`config.mk`:
```
export PLATFORM = sky130hd
export DESIGN_NAME = program_sequencer_flat
export DESIGN_NICKNAME = d
export VERILOG_FILES = /design/src/rtl/program_sequencer_pkg.sv /design/src/rtl/program_sequencer_if.sv /design/src/rtl/program_sequencer_pc_return_stack.sv /design/src/rtl/program_sequencer.sv /design/src/flat_wrapper.sv
export SDC_FILE = /design/constraint.sdc
export NUM_CORES = 1
export LEC_CHECK = 0
export ABC_CLOCK_PERIOD_IN_PS = 3150
export BUFFER_PORTS_ARGS = -buffer_cell sky130_fd_sc_hd__buf_2
export CORE_MARGIN = 2
export CORE_UTILIZATION = 30
export CTS_CLUSTER_SIZE = 8
export DETAILED_ROUTE_END_ITERATION = 8
export PLACE_DENSITY_LB_ADDON = 0.2
export SLEW_MARGIN = 20
export SYNTH_ARGS = -nofsm -noshare
export SYNTH_HDL_FRONTEND = slang
export SYNTH_SLANG_ARGS = --single-unit
```
`constraint.sdc`:
```
create_clock -name clk -period 3.15 [get_ports clk]
set_clock_uncertainty 0.15 [all_clocks]
set_input_delay 0.315 -clock clk [delete_from_list [all_inputs] [get_ports clk]]
set_output_delay 0.315 -clock clk [all_outputs]
set_load 0.005 [all_outputs]
```
`src/rtl/program_sequencer_pkg.sv`:
```
// program_sequencer_pkg
// Shared definitions for the fetch-stage program sequencer: default address
// width and reset vector, the control-flow source encoding used by the PC
// mux, and the width helper for the return-stack occupancy count.
package program_sequencer_pkg;

    localparam int ADDR_W_DEF    = 13;
    localparam int RESET_VEC_DEF = 0;

    // Next-PC source, listed lowest to highest priority.
    typedef enum logic [2:0] {
        SEQ    = 3'd0,
        HOLD   = 3'd1,
        BRANCH = 3'd2,
        JUMP   = 3'd3,
        CALL   = 3'd4,
        RET    = 3'd5
    } flow_e;

    // Count must represent 0..depth inclusive.
    function automatic int cnt_w(input int depth);
        return $clog2(depth) + 1;
    endfunction

endpackage

```
`src/rtl/program_sequencer_if.sv`:
```
// program_sequencer_if
// Groups the sequencer's request inputs and status outputs.
//   master : control unit side (drives requests, observes PC and stack status)
//   slave  : sequencer side
interface program_sequencer_if
    import program_sequencer_pkg::*;
#(
    parameter int ADDR_W    = ADDR_W_DEF,
    parameter int OFS_W     = 8,
    parameter int RAS_DEPTH = 4
);
    localparam int CW = cnt_w(RAS_DEPTH);

    logic              start;
    logic              stall;
    logic              hlt;
    logic              jump_en;
    logic [ADDR_W-1:0] target_addr;
    logic              branch_en;
    logic [OFS_W-1:0]  branch_ofs;
    logic              call_en;
    logic              ret_en;
    logic [ADDR_W-1:0] instr_mem_addr;
    logic [CW-1:0]     ras_count;
    logic              ras_full;
    logic              ras_empty;
    logic              ras_ovf;
    logic              ras_udf;

    modport master (
        output start, stall, hlt, jump_en, target_addr, branch_en, branch_ofs,
               call_en, ret_en,
        input  instr_mem_addr, ras_count, ras_full, ras_empty, ras_ovf, ras_udf
    );

    modport slave (
        input  start, stall, hlt, jump_en, target_addr, branch_en, branch_ofs,
               call_en, ret_en,
        output instr_mem_addr, ras_count, ras_full, ras_empty, ras_ovf, ras_udf
    );

endinterface

```
`src/rtl/program_sequencer_pc_return_stack.sv`:
```
// pc_return_stack
// LIFO of return addresses for call/return.
//   clk, reset      : clock, async active-high reset (count -> 0)
//   clear           : synchronous flush (count -> 0), wins over push/pop
//   push, push_data : store push_data on top; ignored when full
//   pop             : discard top entry; ignored when empty
//   top_data        : current top entry (don't-care when empty)
//   count/full/empty: occupancy; full/empty decoded from the count register
module pc_return_stack
    import program_sequencer_pkg::*;
#(
    parameter int ADDR_W    = ADDR_W_DEF,
    parameter int RAS_DEPTH = 4,
    localparam int CW       = cnt_w(RAS_DEPTH)
) (
    input  logic              clk,
    input  logic              reset,
    input  logic              clear,
    input  logic              push,
    input  logic              pop,
    input  logic [ADDR_W-1:0] push_data,
    output logic [ADDR_W-1:0] top_data,
    output logic [CW-1:0]     count,
    output logic              full,
    output logic              empty
);
    localparam int PW = $clog2(RAS_DEPTH);

    logic [ADDR_W-1:0] mem_q [RAS_DEPTH];
    logic [CW-1:0]     count_q, count_d;
    logic [CW-1:0]     top_cnt;
    logic              do_push, do_pop;

    assign full    = (count_q == CW'(RAS_DEPTH));
    assign empty   = (count_q == '0);
    assign count   = count_q;
    assign do_push = push && !full && !clear;
    assign do_pop  = pop && !empty && !clear && !push;

    // Index wraps harmlessly when empty; top_data is unused then.
    assign top_cnt  = count_q - CW'(1);
    assign top_data = mem_q[top_cnt[PW-1:0]];

    always_comb begin
        count_d = count_q;
        if (clear)        count_d = '0;
        else if (do_push) count_d = count_q + CW'(1);
        else if (do_pop)  count_d = count_q - CW'(1);
    end

    always_ff @(posedge clk or posedge reset) begin
        if (reset) count_q <= '0;
        else       count_q <= count_d;
    end

    // Contents need no reset: only entries below count are ever read.
    always_ff @(posedge clk) begin
        if (do_push) mem_q[count_q[PW-1:0]] <= push_data;
    end

endmodule

```
`src/rtl/program_sequencer.sv`:
```
// program_sequencer
// Instruction-address generator for the fetch stage: sequential increment,
// absolute jump, PC-relative branch and call/return through a return stack.
//   clk   : rising-edge clock
//   reset : async active-high reset
//   bus   : program_sequencer_if.slave (requests in, PC and stack status out)
module program_sequencer
    import program_sequencer_pkg::*;
#(
    parameter int              ADDR_W    = ADDR_W_DEF,
    parameter int              OFS_W     = 8,
    parameter int              RAS_DEPTH = 4,
    parameter logic [ADDR_W-1:0] RESET_VEC = ADDR_W'(RESET_VEC_DEF)
) (
    input  logic                clk,
    input  logic                reset,
    program_sequencer_if.slave  bus
);
    localparam int CW = cnt_w(RAS_DEPTH);

    logic [ADDR_W-1:0] pc_q, pc_d;
    logic              ovf_q, ovf_d;
    logic              udf_q, udf_d;
    logic [ADDR_W-1:0] pc_inc, ofs_ext, top_data;
    logic [CW-1:0]     count;
    logic              full, empty;
    logic              push, pop, clear;
    flow_e             flow;

    assign pc_inc  = pc_q + ADDR_W'(1);
    assign ofs_ext = ADDR_W'($signed(bus.branch_ofs));

    always_comb begin
        if (bus.ret_en)         flow = RET;
        else if (bus.call_en)   flow = CALL;
        else if (bus.jump_en)   flow = JUMP;
        else if (bus.branch_en) flow = BRANCH;
        else if (bus.hlt)       flow = HOLD;
        else                    flow = SEQ;
    end

    always_comb begin
        pc_d  = pc_q;
        ovf_d = ovf_q;
        udf_d = udf_q;
        push  = 1'b0;
        pop   = 1'b0;
        clear = 1'b0;
        case (flow)
            RET: begin
                if (!empty) begin
                    pc_d = top_data;
                    pop  = 1'b1;
                end else begin
                    // Failed return degrades to the idle behaviour.
                    pc_d  = bus.hlt ? pc_q : pc_inc;
                    udf_d = 1'b1;
                end
            end
            CALL: begin
                pc_d = bus.target_addr;
                if (!full) push  = 1'b1;
                else       ovf_d = 1'b1;
            end
            JUMP:    pc_d = bus.target_addr;
            BRANCH:  pc_d = pc_q + ofs_ext;
            HOLD:    pc_d = pc_q;
            default: pc_d = pc_inc;
        endcase
        if (bus.stall) begin
            pc_d  = pc_q;
            ovf_d = ovf_q;
            udf_d = udf_q;
            push  = 1'b0;
            pop   = 1'b0;
        end
        if (!bus.start) begin
            pc_d  = RESET_VEC;
            ovf_d = 1'b0;
            udf_d = 1'b0;
            push  = 1'b0;
            pop   = 1'b0;
            clear = 1'b1;
        end
    end

    always_ff @(posedge clk or posedge reset) begin
        if (reset) begin
            pc_q  <= RESET_VEC;
            ovf_q <= 1'b0;
            udf_q <= 1'b0;
        end else begin
            pc_q  <= pc_d;
            ovf_q <= ovf_d;
            udf_q <= udf_d;
        end
    end

    pc_return_stack #(
        .ADDR_W    (ADDR_W),
        .RAS_DEPTH (RAS_DEPTH)
    ) u_ras (
        .clk       (clk),
        .reset     (reset),
        .clear     (clear),
        .push      (push),
        .pop       (pop),
        .push_data (pc_inc),
        .top_data  (top_data),
        .count     (count),
        .full      (full),
        .empty     (empty)
    );

    assign bus.instr_mem_addr = pc_q;
    assign bus.ras_count      = count;
    assign bus.ras_full       = full;
    assign bus.ras_empty      = empty;
    assign bus.ras_ovf        = ovf_q;
    assign bus.ras_udf        = udf_q;

endmodule
```
`src/flat_wrapper.sv`:
```
// flat-port wrapper written by rule: the top's interface ports become plain ports
module program_sequencer_flat import program_sequencer_pkg::*;
#(
    parameter int              ADDR_W    = ADDR_W_DEF,
    parameter int              OFS_W     = 8,
    parameter int              RAS_DEPTH = 4,
    parameter logic [ADDR_W-1:0] RESET_VEC = ADDR_W'(RESET_VEC_DEF)
)
  (clk, reset, bus_start, bus_stall, bus_hlt, bus_jump_en, bus_target_addr, bus_branch_en, bus_branch_ofs, bus_call_en, bus_ret_en, bus_instr_mem_addr, bus_ras_count, bus_ras_full, bus_ras_empty, bus_ras_ovf, bus_ras_udf);
  program_sequencer_if #(.ADDR_W(ADDR_W), .OFS_W(OFS_W), .RAS_DEPTH(RAS_DEPTH)) bus_i ();
  input  logic clk;
  input  logic reset;
  input wire logic [$bits(bus_i.start)-1:0] bus_start;
  input wire logic [$bits(bus_i.stall)-1:0] bus_stall;
  input wire logic [$bits(bus_i.hlt)-1:0] bus_hlt;
  input wire logic [$bits(bus_i.jump_en)-1:0] bus_jump_en;
  input wire logic [$bits(bus_i.target_addr)-1:0] bus_target_addr;
  input wire logic [$bits(bus_i.branch_en)-1:0] bus_branch_en;
  input wire logic [$bits(bus_i.branch_ofs)-1:0] bus_branch_ofs;
  input wire logic [$bits(bus_i.call_en)-1:0] bus_call_en;
  input wire logic [$bits(bus_i.ret_en)-1:0] bus_ret_en;
  output wire logic [$bits(bus_i.instr_mem_addr)-1:0] bus_instr_mem_addr;
  output wire logic [$bits(bus_i.ras_count)-1:0] bus_ras_count;
  output wire logic [$bits(bus_i.ras_full)-1:0] bus_ras_full;
  output wire logic [$bits(bus_i.ras_empty)-1:0] bus_ras_empty;
  output wire logic [$bits(bus_i.ras_ovf)-1:0] bus_ras_ovf;
  output wire logic [$bits(bus_i.ras_udf)-1:0] bus_ras_udf;
  assign bus_i.start = bus_start;
  assign bus_i.stall = bus_stall;
  assign bus_i.hlt = bus_hlt;
  assign bus_i.jump_en = bus_jump_en;
  assign bus_i.target_addr = bus_target_addr;
  assign bus_i.branch_en = bus_branch_en;
  assign bus_i.branch_ofs = bus_branch_ofs;
  assign bus_i.call_en = bus_call_en;
  assign bus_i.ret_en = bus_ret_en;
  assign bus_instr_mem_addr = bus_i.instr_mem_addr;
  assign bus_ras_count = bus_i.ras_count;
  assign bus_ras_full = bus_i.ras_full;
  assign bus_ras_empty = bus_i.ras_empty;
  assign bus_ras_ovf = bus_i.ras_ovf;
  assign bus_ras_udf = bus_i.ras_udf;
  program_sequencer #(.ADDR_W(ADDR_W), .OFS_W(OFS_W), .RAS_DEPTH(RAS_DEPTH), .RESET_VEC(RESET_VEC)) u_core (.clk(clk), .reset(reset), .bus(bus_i));
endmodule
```
# ---- Word level (Yosys, flattened, before mapping)
# Memory sizes are Yosys's and may differ from the RTL's.
# Cells that the tools add are included.
dict set report op_classes {
  reduce_logical 13
  eq_ne 14
  addsub 4
  mux 31
}
# op n
set op_table {}
lappend op_table {{13-bit 2-to-1 mux} 4}
lappend op_table {{13-bit one-hot mux with 4 select lines} 1}
lappend op_table {{3-bit 2-to-1 mux} 7}
lappend op_table {{1-bit 2-to-1 mux} 19}
lappend op_table {{13-bit by 1-bit adder with 13-bit output, second input constant} 1}
lappend op_table {{13-bit adder} 1}
lappend op_table {{3-bit == test, second input constant} 3}
lappend op_table {{3-bit AND reduction} 3}
lappend op_table {{2-bit by 1-bit inequality test with 1-bit output, second input constant} 4}
lappend op_table {{3-bit by 2-bit == test with 1-bit output, second input constant} 2}
lappend op_table {{1-bit logical AND} 5}
lappend op_table {{2-bit inequality test, second input constant} 2}
lappend op_table {{4-bit inequality test, second input constant} 1}
lappend op_table {{3-bit by 1-bit adder with 3-bit output, second input constant} 1}
lappend op_table {{3-bit by 1-bit == test with 1-bit output, second input constant} 1}
lappend op_table {{1-bit zero test} 3}
lappend op_table {{3-bit zero test} 1}
lappend op_table {{3-bit by 1-bit inequality test with 1-bit output, second input constant} 1}
lappend op_table {{3-bit by 1-bit subtractor with 3-bit output, second input constant} 1}
lappend op_table {{2-bit OR reduction} 1}
dict set report totals {
  reg_bits 18
  memories 1
  output_inout_bits 20
  input_bits 30
  ram_bits 52
}
# name depth word_bits rd rd_clocked_by_memory_dff wr line_no
set mem_list {}
lappend mem_list {u_core.u_ras.mem_q 4 13 1 0 1 program_sequencer_pc_return_stack.sv:29} ;# logic [ADDR_W-1:0] mem_q [RAS_DEPTH];

# ---- Longest topological paths before layout
dict set report logic_depth {
  depth_word 15
  ltp_mapped 12
  mapped_depth_nobuf 9
}

# ---- By module
# Synthesis repeated with hierarchy kept, for this count alone.
dict set report hier_totals {
  hier_cells 314
  hier_area_um2 3943.8
}
# mod instances seq_area_each_um2 area_each_um2 cells_per_inst
set by_module_without_submodules {}
lappend by_module_without_submodules {pc_return_stack 1 1636.6 2199.6 102}
lappend by_module_without_submodules {program_sequencer 1 375.4 1744.2 212}

# ---- Worst setup path before layout
# No wires, ideal clock.
dict set report synth_timing {
  path_type {flip-flop to flip-flop}
  startpoint {reg u_core.u_ras.count_q[0] (netlist: u_core.u_ras.count[0])}
  endpoint {reg u_core.pc_q[0] (netlist: u_core.bus.instr_mem_addr[0])}
  arrival_time_ns 2.318
  path_stages_with_launch 11
  required_ns 2.879
  path_buffers 4
  period_less_slack_ns 2.589
  path_slack_ns 0.561
  path_cell_list {dfrtp_1 > buf_6 > buf_6 > inv_1 > ha_1 > clkbuf_1 > buf_2 > mux4_2 > a222oi_1 > o21ai_1 > a22o_1}
}
dict set report synth_via {
  elab_chain_len 6
  word_cells_on_any_way 9
}
# item line_no
set synth_rtl {}
lappend synth_rtl {{start, declared} program_sequencer_pc_return_stack.sv:30} ;# logic [CW-1:0] count_q, count_d;
lappend synth_rtl {{start signal, assigned} program_sequencer_pc_return_stack.sv:53} ;# else count_q <= count_d;
lappend synth_rtl {{3-bit by 1-bit subtractor with 3-bit output} -}
lappend synth_rtl {{memory 4 x 13 bit} -}
lappend synth_rtl {{13-bit 2-to-1 mux} program_sequencer.sv:51} ;# if (!empty) begin
lappend synth_rtl {{13-bit one-hot mux with 4 select lines} program_sequencer.sv:49} ;# case (flow)
lappend synth_rtl {{13-bit 2-to-1 mux} program_sequencer.sv:70} ;# if (bus.stall) begin
lappend synth_rtl {{13-bit 2-to-1 mux} program_sequencer.sv:77} ;# if (!bus.start) begin
lappend synth_rtl {{end signal, assigned} program_sequencer.sv:93} ;# pc_q <= pc_d;
lappend synth_rtl {{end, declared} program_sequencer.sv:21} ;# logic [ADDR_W-1:0] pc_q, pc_d;
# Parallel ways exist; a longest one is shown, timed or not. The select of a mux whose other input is x is not followed.
# A chain may end at the register's enable or synchronous reset.

# ---- Worst setup path in the final report
dict set report layout_timing {
  startpoint {reg u_core.pc_q[1] (netlist: u_core.bus.instr_mem_addr[1])}
  endpoint {reg u_core.pc_q[12] (netlist: u_core.bus.instr_mem_addr[12])}
}
dict set report layout_via {
  elab_chain_len 6
  word_cells_on_any_way 7
}
# item line_no
set layout_rtl {}
lappend layout_rtl {{13-bit by 1-bit adder with 13-bit output} program_sequencer.sv:30} ;# assign pc_inc = pc_q + ADDR_W'(1);
lappend layout_rtl {{13-bit 2-to-1 mux} program_sequencer.sv:56} ;# pc_d = bus.hlt ? pc_q : pc_inc;
lappend layout_rtl {{13-bit 2-to-1 mux} program_sequencer.sv:51}
lappend layout_rtl {{13-bit one-hot mux with 4 select lines (*)} program_sequencer.sv:49}
lappend layout_rtl {{13-bit 2-to-1 mux (*)} program_sequencer.sv:70}
lappend layout_rtl {{13-bit 2-to-1 mux (*)} program_sequencer.sv:77}
# Every way passes the cells marked *; elsewhere a longest branch is shown, timed or not. The select of a mux whose other input is x is not followed.

==> results.md <==
- Cell Pwr Density: around 540 mW/mm²
- Worst path required time: 3.21 ns
- Hold_ws: 0.146 ns
- Global placer's final weighted congestion: 0.793
- Number of gates on the worst path with buffers counted: 8
- Combined buffer and inverter count along the critical path: 1
- Status: finished, final reports clean
- Final setup TNS: 0 ns
- Iteration-0 DRC count of the detailed router: 205
- Hold/Removal Path Class: in2reg
- Sinks on Clock Net: 70
- Cell count of the worst hold path: 3
- Number of port buffers: 49
- Number of unique standard cell types used by synthesis: 54
- Final hold violations: 0
- Leakage: 1.82 nW
- Inserted Diodes: 0
- Die ar.: 0.0138 mm²
- Height of the die: 117 µm
- Delay of the slowest critical-path stage: between 0.5 and 0.6 ns
- Arrival time worst endpoint: approximately 2.7 ns
- Fin crit share: 84.0%
- Sequential-to-total area share from yosys stat: about 52%
- CP top delay family: compound AO/OA/AOI/OAI gates
- Worst slew margin relative to its limit: 51.7%
- Worst slew pin tran: 0.724 ns
- Post-Syn Nets: about 360
- Time the final worst path needs with I/O delays and setup: ~2.6 ns
- Routed wire length: ~9900 µm
- CP Cell Sequence: inv_1 -> fa_1 -> nand2b_1 -> a21o_1 -> a211oi_1 -> mux2_2 -> nand4_1 -> o211ai_1
- Critical path start-end classification: reg2reg
- Netlist Area Pre-Place: 0.00386 mm²
- Achievable Freq: 378 MHz
- Buffer levels on the longest clock path: 2
- Number of H-tree levels: 3
- Synthesis-to-finish area growth: 20.7%
- Kind of launch point of the worst setup path: register
- Number of endpoints failing setup at the final stage: 0
- Boundary Pins: 50
- Number of synthesized register bits: 70
- First-pass GRT wire length: 15700 µm
- CTS root buf: sky130_fd_sc_hd__clkbuf_16
- Avg Inst Size Synth: about 13 µm²
- Storage cell area: between 0.002 and 0.0025 mm²
- Unrepaired setup endpoints after global routing: false
- ANT nets after route: 0
- Post-detailed-route DRC marker count: 0
- Post-DP HPWL: 7370 µm
- Setup slack after placement: 0.514 ns
- Area of the core: 0.0126 mm²
- CTS tree: done
- Async SR Flop Fraction: between 20% and 30%
- Via density per instance: 5.05
- Clock buffer count from CTS: 9
- Vias in the first global route: approximately 2700
- Combined global-route utilization of all metal layers: 15.0%
- Maximum vdd drop: 231 µV
- Worst setup EP type: register
- Maximum fanout count along the critical path: 8
- Effective utilization at floorplan: 30.7%
- Global route total overflow: 0
- Clock latency reported for the late side of the worst-skew pair: about 0.34 ns
- Worst Reg2Reg Path Length in Cells: 8
- DR vias: 2747
- Die span in x: about 120 µm
- CTS resizes: 0
- Slowest cell on the critical path: sky130_fd_sc_hd__dfrtp_1
- Number of cells produced by synthesis: 307
- Primary FF master, synth: sky130_fd_sc_hd__edfxtp_1
- Yosys warning total: 0
- Max cap viols: 0
- Proportion of layout cells with a drive suffix above 1: 25.8%
- Area taken by multi-input logic gates: around 0.0017 mm²
- Clk pin slew, worst setup/hold paths: 0.06 ns
- Nets: 416
- Number of fill cells in the layout: 1244
- Detailed Routing Iterations Pass 1: 5
- Detail-routed net length per standard cell: 18.3 µm
- Worst setup margin: slightly above 0.5 ns
- Antenna violations before repair: 0
- Fin. max-slew vios: 0
- Largest net degree at the start of global routing: 19
- Number of flops mapped to enable cells by yosys: 52
- # rows: 41
[tightest hold or removal path: cells and delay by family]
kind                   cells  cell delay (ns)
AO/OA/AOI/OAI              2             0.20
buffers and inverters      1             0.09
[per-stage QoR]
step                power, W  area (µm²)  util (%)  std cells
floorplan            0.00134        3860         -        307
global placement     0.00148        4340      34.5        527
finish               0.00253        4660      37.1        544
detailed placement   0.00148        4340      34.5        527
global route         0.00265        4660      37.1        544
CTS                  0.00256        4660      37.1        544
[cell families (layout without fill, tap and decap cells)]
kind of cell	count (synthesis)	in the layout	synth area share, %
xor+xnor	23	23	5.22
compound gates	80	80	14.5
fa+ha+maj	19	19	6.35
simple gates	79	79	11.2
flops	70	70	52.1
mux	14	14	7.88
buf+inv	22	87	2.82
[registers in the layout, indices dropped and copies added (netlist names)]
register	flops
u_core.u_ras.count	3
u_core.u_ras.mem_q	52
u_core.bus.ras_ovf	1
u_core.bus.ras_udf	1
u_core.bus.instr_mem_addr	13
[cell usage after synthesis, types with 5 or more instances]
cell | n | area share, %
sky130_fd_sc_hd__a222oi_1 | 5 | 1.3
sky130_fd_sc_hd__a21oi_1 | 19 | 2.5
sky130_fd_sc_hd__mux4_2 | 13 | 7.6
sky130_fd_sc_hd__xnor2_1 | 14 | 3.2
sky130_fd_sc_hd__buf_2 | 5 | 0.65
sky130_fd_sc_hd__dfrtp_1 | 18 | 12
sky130_fd_sc_hd__nand3_1 | 6 | 0.78
sky130_fd_sc_hd__nand2_1 | 17 | 1.7
sky130_fd_sc_hd__nand2b_1 | 5 | 0.81
sky130_fd_sc_hd__edfxtp_1 | 52 | 40
sky130_fd_sc_hd__xor2_1 | 9 | 2.0
sky130_fd_sc_hd__nor2_1 | 16 | 1.6
sky130_fd_sc_hd__o21ai_0 | 11 | 1.4
sky130_fd_sc_hd__and2_1 | 6 | 0.97
sky130_fd_sc_hd__o211ai_1 | 5 | 0.97
sky130_fd_sc_hd__inv_1 | 10 | 0.97
sky130_fd_sc_hd__a21o_1 | 6 | 1.2
sky130_fd_sc_hd__ha_1 | 18 | 5.8
sky130_fd_sc_hd__nor3_1 | 6 | 0.78
sky130_fd_sc_hd__a22o_1 | 6 | 1.4
[routing by layer]
layer / up-vias / wire length (µm) / track usage, %
li1: 1305 / - / -
met1: 1359 / 4640 / 21.2
met2: 77 / 4650 / 23.3
met3: 6 / 570 / 4.04
met4: 0 / 66 / 3.16
met5: - / 0 / 0
[final cells by class]
cell class                 count  share of cell area [%]
clock inverter                 7                    1.91
sequential                    70                    43.2
timing repair buffer          61                    7.25
inverter                      10                   0.805
tap                          172                    4.62
multi-input combinational    215                    37.4
clock buffer                   9                    4.83
[power by group]
part	total, W	switching [W]	leakage (nW)	internal (W)
Clock	0.00107	0.000382	0.149	0.000686
Sequential	0.00105	0.0000293	0.723	0.00102
Combinational	0.000406	0.000230	0.946	0.000176
Total	0.00253	0.000641	1.82	0.00189
[path summary, 6_finish.rpt]
check,to,from,slack (ns)
hold reg to reg,u_core.bus.ras_udf,u_core.bus.ras_udf,0.34
hold / removal,u_core.bus.instr_mem_addr[3],bus_target_addr[3],0.15
setup / recovery,u_core.bus.instr_mem_addr[12],u_core.bus.instr_mem_addr[1],0.50
setup reg to reg,u_core.bus.instr_mem_addr[12],u_core.bus.instr_mem_addr[1],0.50
max in group asynchronous,u_core.u_ras.count[0],reset,1.90
min in group asynchronous,u_core.bus.instr_mem_addr[10],reset,0.50
[cell usage in the layout (no fill, tap or decap), types with 2 or more instances in the layout]
cell type	instances
sky130_fd_sc_hd__a221oi_1	4
sky130_fd_sc_hd__and3_1	2
sky130_fd_sc_hd__edfxtp_1	52
sky130_fd_sc_hd__buf_2	49
sky130_fd_sc_hd__a221o_1	2
sky130_fd_sc_hd__clkinv_2	2
sky130_fd_sc_hd__bufinv_16	2
sky130_fd_sc_hd__a21o_1	6
sky130_fd_sc_hd__nor3_1	5
sky130_fd_sc_hd__o211ai_1	5
sky130_fd_sc_hd__clkbuf_16	9
sky130_fd_sc_hd__xor2_1	9
sky130_fd_sc_hd__mux4_2	13
sky130_fd_sc_hd__o21ai_0	11
sky130_fd_sc_hd__nand3_1	6
sky130_fd_sc_hd__a21oi_1	19
sky130_fd_sc_hd__nor3_2	3
sky130_fd_sc_hd__buf_4	11
sky130_fd_sc_hd__nand2b_1	5
sky130_fd_sc_hd__nand2_1	17
sky130_fd_sc_hd__o21a_1	3
sky130_fd_sc_hd__nor3b_1	3
sky130_fd_sc_hd__nand4_1	4
sky130_fd_sc_hd__a22oi_1	4
sky130_fd_sc_hd__a22o_1	6
sky130_fd_sc_hd__a222oi_1	5
sky130_fd_sc_hd__and2_1	6
sky130_fd_sc_hd__xnor2_1	14
sky130_fd_sc_hd__ha_1	18
sky130_fd_sc_hd__o21ai_1	4
sky130_fd_sc_hd__or3_1	2
sky130_fd_sc_hd__nor2_1	16
sky130_fd_sc_hd__nor2b_1	4
sky130_fd_sc_hd__inv_1	10
sky130_fd_sc_hd__dfrtp_1	18
sky130_fd_sc_hd__clkinvlp_4	2
[what timing repair did]
item	4_1_cts	5_1_grt
hold endpoints to repair	18	0
hold buffers	1	0
buffers inserted	0	0
Note: power is estimated with default switching activity, not from simulation.
